## src/rtl/mux2_4_arbiter_pkg.sv

```systemverilog
// Shared encodings for the two-source round-robin arbiter: FSM states and
// the select-line values that name each source.
package mux2_4_arbiter_pkg;

   typedef enum logic [1:0] {
      IDLE  = 2'd0,
      OWN_A = 2'd1,
      OWN_B = 2'd2
   } arb_state_t;

   localparam logic SEL_A = 1'b0;
   localparam logic SEL_B = 1'b1;

endpackage : mux2_4_arbiter_pkg

```

## src/rtl/mux2_4_arbiter_mux2_4.sv

```systemverilog
// Plain 2:1 word multiplexer: sel=0 passes data_a, sel=1 passes data_b.
module mux2_4 #(
   parameter int WIDTH = 4
) (
   input  logic [WIDTH-1:0] data_a,
   input  logic [WIDTH-1:0] data_b,
   input  logic             sel,
   output logic [WIDTH-1:0] data_out
);

   assign data_out = sel ? data_b : data_a;

endmodule : mux2_4

```

## src/rtl/mux2_4_arbiter.sv

```systemverilog
// Round-robin owner of a shared 2:1 select path; the chosen word lands in a
// one-entry output register drained through a valid/ready handshake.
module mux2_4_arbiter
   import mux2_4_arbiter_pkg::*;
#(
   parameter int WIDTH    = 4,
   parameter int HOLD_MAX = 4
) (
   input  logic             clk,
   input  logic             rst_n,
   input  logic             req_a,
   input  logic [WIDTH-1:0] data_a,
   input  logic             req_b,
   input  logic [WIDTH-1:0] data_b,
   output logic             gnt_a,
   output logic             gnt_b,
   output logic             sel,
   output logic [WIDTH-1:0] out_data,
   output logic             out_valid,
   input  logic             out_ready
);

   localparam logic [4:0] HOLD_LIM = 5'(HOLD_MAX);

   arb_state_t       state;
   logic [3:0]       count;
   logic             last_owner;
   logic [WIDTH-1:0] mux_out;

   logic             space;
   logic             own_req;
   logic             other_req;
   logic [4:0]       count_inc;
   logic             burst_done;

   mux2_4 #(.WIDTH(WIDTH)) u_mux (
      .data_a   (data_a),
      .data_b   (data_b),
      .sel      (sel),
      .data_out (mux_out)
   );

   // Grants depend on the current owner and buffer space; sel always equals
   // the owner inside OWN_*, so the mux already presents the granted word.
   always_comb begin
      space      = !out_valid || out_ready;
      own_req    = (state == OWN_B) ? req_b : req_a;
      other_req  = (state == OWN_B) ? req_a : req_b;
      count_inc  = {1'b0, count} + 5'd1;
      burst_done = (count_inc >= HOLD_LIM);
      gnt_a      = rst_n && (state == OWN_A) && req_a && space;
      gnt_b      = rst_n && (state == OWN_B) && req_b && space;
   end

   // Once saturated the count stays at HOLD_MAX, so a late competing request
   // still forces a handoff on the owner's next accepted word.
   always_ff @(posedge clk) begin
      if (!rst_n) begin
         state      <= IDLE;
         sel        <= SEL_A;
         out_valid  <= 1'b0;
         out_data   <= '0;
         count      <= 4'd0;
         last_owner <= SEL_B;
      end else begin
         if (gnt_a || gnt_b) begin
            out_data  <= mux_out;
            out_valid <= 1'b1;
         end else if (out_ready) begin
            out_valid <= 1'b0;
         end

         case (state)
            IDLE: begin
               count <= 4'd0;
               if (req_a && req_b) begin
                  if (last_owner == SEL_B) begin
                     state <= OWN_A;
                     sel   <= SEL_A;
                  end else begin
                     state <= OWN_B;
                     sel   <= SEL_B;
                  end
               end else if (req_a) begin
                  state <= OWN_A;
                  sel   <= SEL_A;
               end else if (req_b) begin
                  state <= OWN_B;
                  sel   <= SEL_B;
               end
            end
            OWN_A, OWN_B: begin
               if (space) begin
                  if (!own_req || (burst_done && other_req)) begin
                     last_owner <= sel;
                     count      <= 4'd0;
                     if (other_req) begin
                        state <= (state == OWN_A) ? OWN_B : OWN_A;
                        sel   <= ~sel;
                     end else begin
                        state <= IDLE;
                     end
                  end else begin
                     count <= burst_done ? HOLD_LIM[3:0] : count_inc[3:0];
                  end
               end
            end
            default: begin
               state <= IDLE;
               sel   <= SEL_A;
               count <= 4'd0;
            end
         endcase
      end
   end

endmodule : mux2_4_arbiter

```

## config.mk

```make
export PLATFORM = sky130hd
export DESIGN_NAME = mux2_4_arbiter
export DESIGN_NICKNAME = d
export VERILOG_FILES = /design/src/rtl/mux2_4_arbiter_pkg.sv /design/src/rtl/mux2_4_arbiter_mux2_4.sv /design/src/rtl/mux2_4_arbiter.sv
export SDC_FILE = /design/constraint.sdc
export NUM_CORES = 1
export LEC_CHECK = 0
export CAP_MARGIN = 20
export CORE_UTILIZATION = 42
export CTS_CLUSTER_DIAMETER = 80
export DETAILED_ROUTE_END_ITERATION = 10
export HOLD_SLACK_MARGIN = 0.1
export PLACE_DENSITY = 0.73
export SYNTH_ARGS = -nofsm -noshare
export SYNTH_HDL_FRONTEND = slang
export SYNTH_SLANG_ARGS = --single-unit
```

## constraint.sdc

```tcl
create_clock -name clk -period 1.6 [get_ports clk]
set_input_delay 0.24 -clock clk [delete_from_list [all_inputs] [get_ports clk]]
set_output_delay 0.24 -clock clk [all_outputs]
set_load 0.005 [all_outputs]
```

Yosys cells after proc, flatten, opt, wreduce, memory -nomap -nowiden
Cells that the tools add are included.

$lt $le $gt $ge: 1. Equality and inequality tests: 6. Bitwise logic cells: 1. Add/sub/neg operators: 1. Reduce and logical (&&, ||, !) cells: 20. Muxes and demuxes: 24.

Operator list (number): 2-bit two-way mux (8); 4-bit two-way mux (3); 1-bit two-way mux (11); 1-bit logical AND (8); 2-bit inequality test, second input constant (3); 3-bit AND reduction (2); 4-bit by 1-bit adder with 5-bit output, second input constant (1); 5-bit by 3-bit >= comparator with 1-bit output, second input constant (1); 4-bit inequality test, second input constant (1); 2-bit one-hot mux with 2 select lines (1); 4-bit AND reduction (1); 1-bit logical OR (3); 2-bit by 1-bit equality test with 1-bit output, second input constant (1); 2-bit equality test, second input constant (1); 1-bit zero test (2); 2-bit zero test (1); 1-bit one-hot mux with 2 select lines (1); 2-bit AND reduction (1); 2-bit nonzero test (1); 2-bit OR reduction (1); 1-bit NOT (1).

Bits of input ports: 13. Logic and storage cells: 59. Flip-flop bits (word level): 13.

Logic depth before layout (Yosys ltp)
Gate-level depths: netlist of the first run.

Depth in word-level cells: 7. Gate-level depth with buffers: 7.

Modules after synthesis
Synthesis of the first run repeated with hierarchy kept, for this count alone.

Cell total of the unflattened synthesis: 95. Area total of the unflattened synthesis: 797.0 µm².

Modules (own cells, without submodules): mux2_4_arbiter (cells an instance 91, instances 1, area each 752.0 µm²); mux2_4 (cells an instance 4, instances 1, area each 45.0 µm²).

Worst setup path after synthesis of the first run
Ideal clock, no wire load.

Path type: reg2reg. Start: reg state[0]. End: reg state[0]. Cell stages (with the launch flop): 8. Clock period less this slack: 1593 ps. Data required time: 1528 ps. Slack: 7 ps. Arrival: 1521 ps. Library setup time: 72 ps. Cells stage by stage: dfxtp_1 > inv_1 > ha_1 > mux2_4 > o311ai_2 > a21o_1 > a21oi_2 > mux2i_1.

Word-level cells in the longest chain between the ends: 6. Elaborated cells between the ends (all ways): 18.

RTL lines: start: declaration (line mux2_4_arbiter.sv:25) `arb_state_t state;`; start signal: assignment (line mux2_4_arbiter.sv:98) `state <= (state == OWN_A) ? OWN_B : OWN_A;`; 2-bit by 1-bit equality test with 1-bit output or 2-bit equality test (tied branches); 2-bit two-way mux (tied with other cells) (line mux2_4_arbiter.sv:98); 2-bit two-way mux (tied with other cells) (line mux2_4_arbiter.sv:97) `if (other_req) begin`; 2-bit two-way mux or 1-bit logical OR (tied branches) (line mux2_4_arbiter.sv:94) `if (!own_req || (burst_done && other_req)) begin`; 2-bit two-way mux or 2-bit inequality test (tied branches); 2-bit one-hot mux with 2 select lines or 3-bit AND reduction (tied branches).

Parallel ways exist; a longest one is shown, timed or not. The select of a mux whose other input is x is not followed. A chain may end at the register's enable or synchronous reset.

Worst setup path after layout of the first run
Same ends and word-level chain as after synthesis.

==> results_dict.tcl, run 1 <==
set metrics [dict create \
    vias_per_cell 4.92 \
    vdd_drop_max_v 0.000773 \
    nNetsFinal 149 \
    worstPathMaxFanout 3 \
    power.density_nw_per_um2 1260 \
    synth_top_flop_cell "dfxtp_1" \
    ctsHoldBuffers 0 \
    cp.required_ns 1.79 \
    met3_usage_pct 3.17 \
    n_antenna_cell 0 \
    async_flop_share_pct 0 \
    setup_violations 0 \
    worstSetupStartpoint "state[0]" \
    vias 757 \
    reg2reg_depth 7 \
    antenna_left 0 \
    top_usage_layer "met2" \
    p_leak_nw 0.544 \
    post_dp_cell_area_um2 1110 \
    drv_cap 0 \
    yosysMostFrequentCell "nand2_1" \
    fillers 169 \
    worst_pin_slew_ns 0.362 \
    drive_gt1_share_pct 27.9 \
    synth.avg_cell_area_um2 8.33 \
    synth_top_area_share_pct 32.6 \
    grt_overflow_total 0 \
    detail_route.first_pass.iterations 4 \
    r2r-start "state[0]" \
    max_clock_freq_mhz 643 \
    routed_wl_um 1800 \
    slowest_delay_ns 0.34 \
    setup.worst_path.end "state[0]" \
    finalHoldViolCount 0 \
    port_buffers 20 \
    finalCritPeriodShare_pct 97.2 \
    clkLatencyLatePin_ns 0.28 \
    syn_area_um2 800 \
    ys_warn_count 0 \
    grt_max_degree 12 \
    clkSinkCount 13 \
    slew-limit-headroom_pct 75.6 \
    grt_pass1_vias 717 \
    placeableCoreArea_um2 1760 \
    dieArea_um2 2080 \
    post-route-cell-area_um2 1190 \
    dpl.hpwl_um 1380 \
    use_met2_pct 34.0 \
    fp.dieW_um 45.6 \
    antenna_found_initial 0 \
    pin_count 21 \
    yosys-top-cells-area "dfxtp_1 (33%), nand2_1 (11%), mux2i_1 (10%)" \
    maxSlewViolCount 0 \
    hp-start "count[1]" \
    cts_tree "yes" \
    routabilityCongestion 0.727 \
    num_rows 15 \
    grt_use_met1_pct 25.8 \
    ys_seq_area_share_pct 32.6 \
    status "completed" \
    startpoint_type "flip-flop" \
    htree_levels 1 \
    drc_errors 0 \
    r2r_setup_slack_ns 0.05 \
    rr_endpoint "state[0]" \
    routedWlPerCell_um 11.7 \
    critPathArrivalTime_ns 1.75 \
    critical_path_class "reg2reg" \
    max-clock-path-buffers 2 \
    grt_pass1_wl_um 3080 \
    critPathSlowestCell "dfxtp_2" \
    rsz0062_at_grt "yes" \
    finalClockSkew_ns 0.00935 \
    yosysUniqueCellTypes 29 \
    hp-class "reg2reg" \
    initial_core_util_pct 45.3 \
    die_h_um 45.6 \
    clk_pin_slew_ns 0.10 \
    synth_fp_nets 115 \
    drtIter0Drc 15 \
    areaGrowthSynthToFinish_pct 48.4 \
    path_cells "inv_2, ha_4, mux2_4, o311ai_4, a21o_1, a21oi_2, mux2i_1" \
    p_total_w 0.00149 \
    fin_crit_ns 1.55 \
    syn_inst 96 \
    netlist_top_cells_count "nand2_1 (24), dfxtp_1 (13), mux2i_1 (8)" \
    ys_ff_latch 13 \
    synth-edff-count 0 \
    cts_buffers 3 \
    root_buffer "clkbuf_4" \
    grt_use_total_pct 20.2 \
    worstSetupEndpointType "flip-flop" \
    synth_largest_area_cell "dfxtp_1" \
]
timing repair:
action                     in CTS  in global routing
setup endpoints to repair       5                  7
resized for setup              12                  9
pin swaps                       2                  2
buffers inserted                0                  0
sequential cells by signal, summed over array words and instances, names as in the netlist:
| name | cells |
|---|---|
| count | 4 |
| last_owner | 1 |
| out_data | 4 |
| out_valid | 1 |
| sel | 1 |
| state | 2 |
cell families (layout without fill, tap and decap cells):
family | after synthesis | in the layout | share of synthesized area [%]
flip-flops | 13 | 13 | 32.6
AND/OR/NAND/NOR | 37 | 37 | 20.0
AO/OA/AOI/OAI | 21 | 21 | 21.0
buffers and inverters | 10 | 43 | 5.17
adder cells (fa/ha/maj) | 6 | 6 | 9.39
multiplexers | 9 | 9 | 11.9
through the flow:
step	hold WS, ns	cells	util (%)	worst slack, ns	TNS (ns)
after floorplan	0.435	96	-	0.00747	0
after global placement	0.459	150	62.7	-0.220	-1.10
after detailed placement	0.483	150	62.7	-0.250	-1.29
after CTS	0.499	154	66.4	0.0287	0
after global routing	0.504	154	67.2	-0.0165	-0.0165
final	0.484	154	67.2	0.0451	0
worst max-delay path: cells and delay by family, from the launching register on:
family                     cells  cell delay [ns]
AOI/OAI and AO/OA              3             0.48
muxes                          2             0.44
DFF                            1             0.34
adders and majority gates      1             0.16
buffers and inverters          1             0.05
cell type report:
class	count	area, µm²	share of cell area, %
Multi-Input combinational cell	73	552	46.5
Timing Repair Buffer	32	285	24.1
Sequential cell	13	264	22.3
Tap cell	25	31.3	2.64
Inverter	7	26.3	2.22
Clock buffer	3	22.5	1.90
Clock inverter	1	5.00	0.422
how the worst min path moves through the flow:
stage	to	slack [ns]	cells after the start
detailed placement	last_owner	0.48	2
CTS	count[2]	0.50	2
global placement	last_owner	0.46	2
floorplan	last_owner	0.43	2
global route	count[1]	0.50	2
finish	count[1]	0.48	2
layout by cell type (no fill, tap or decap), types with 2 or more instances in the layout:
master,instances
nand2_1,22
clkdlybuf4s50_1,18
buf_4,12
dfxtp_1,10
mux2i_1,8
inv_1,6
o211a_1,4
nor2_1,3
a21oi_2,3
a21oi_1,3
ha_1,3
clkbuf_4,3
dfxtp_2,3
nand2_2,2
nor2b_1,2
nor3_1,2
o22ai_1,2
ha_2,2
layer usage:
metal | vias to the layer above | wire length [µm]
met4 | 0 | 17
met3 | 2 | 76
met5 | - | 0
met2 | 18 | 832
li1 | 392 | -
met1 | 345 | 871
report_power, final:
group,internal (W),switching [W],leakage (nW)
sequential,0.000402,0.0000494,0.107
combinational,0.000438,0.000387,0.419
clock,0.0000926,0.000121,0.0177
Note: power is estimated with default switching activity, not from simulation.
==> run 2, diff against run 1 <==
--- a/config.mk
+++ b/config.mk
@@ -5,12 +5,12 @@
 export SDC_FILE = /design/constraint.sdc
 export NUM_CORES = 1
 export LEC_CHECK = 0
-export CAP_MARGIN = 20
 export CORE_UTILIZATION = 42
 export CTS_CLUSTER_DIAMETER = 80
 export DETAILED_ROUTE_END_ITERATION = 10
 export HOLD_SLACK_MARGIN = 0.1
 export PLACE_DENSITY = 0.73
+export SLEW_MARGIN = 20
 export SYNTH_ARGS = -nofsm -noshare
 export SYNTH_HDL_FRONTEND = slang
 export SYNTH_SLANG_ARGS = --single-unit
==> results of run 2 <==
Same layout as run 1: the final DEF is identical, and so are final timing and power.
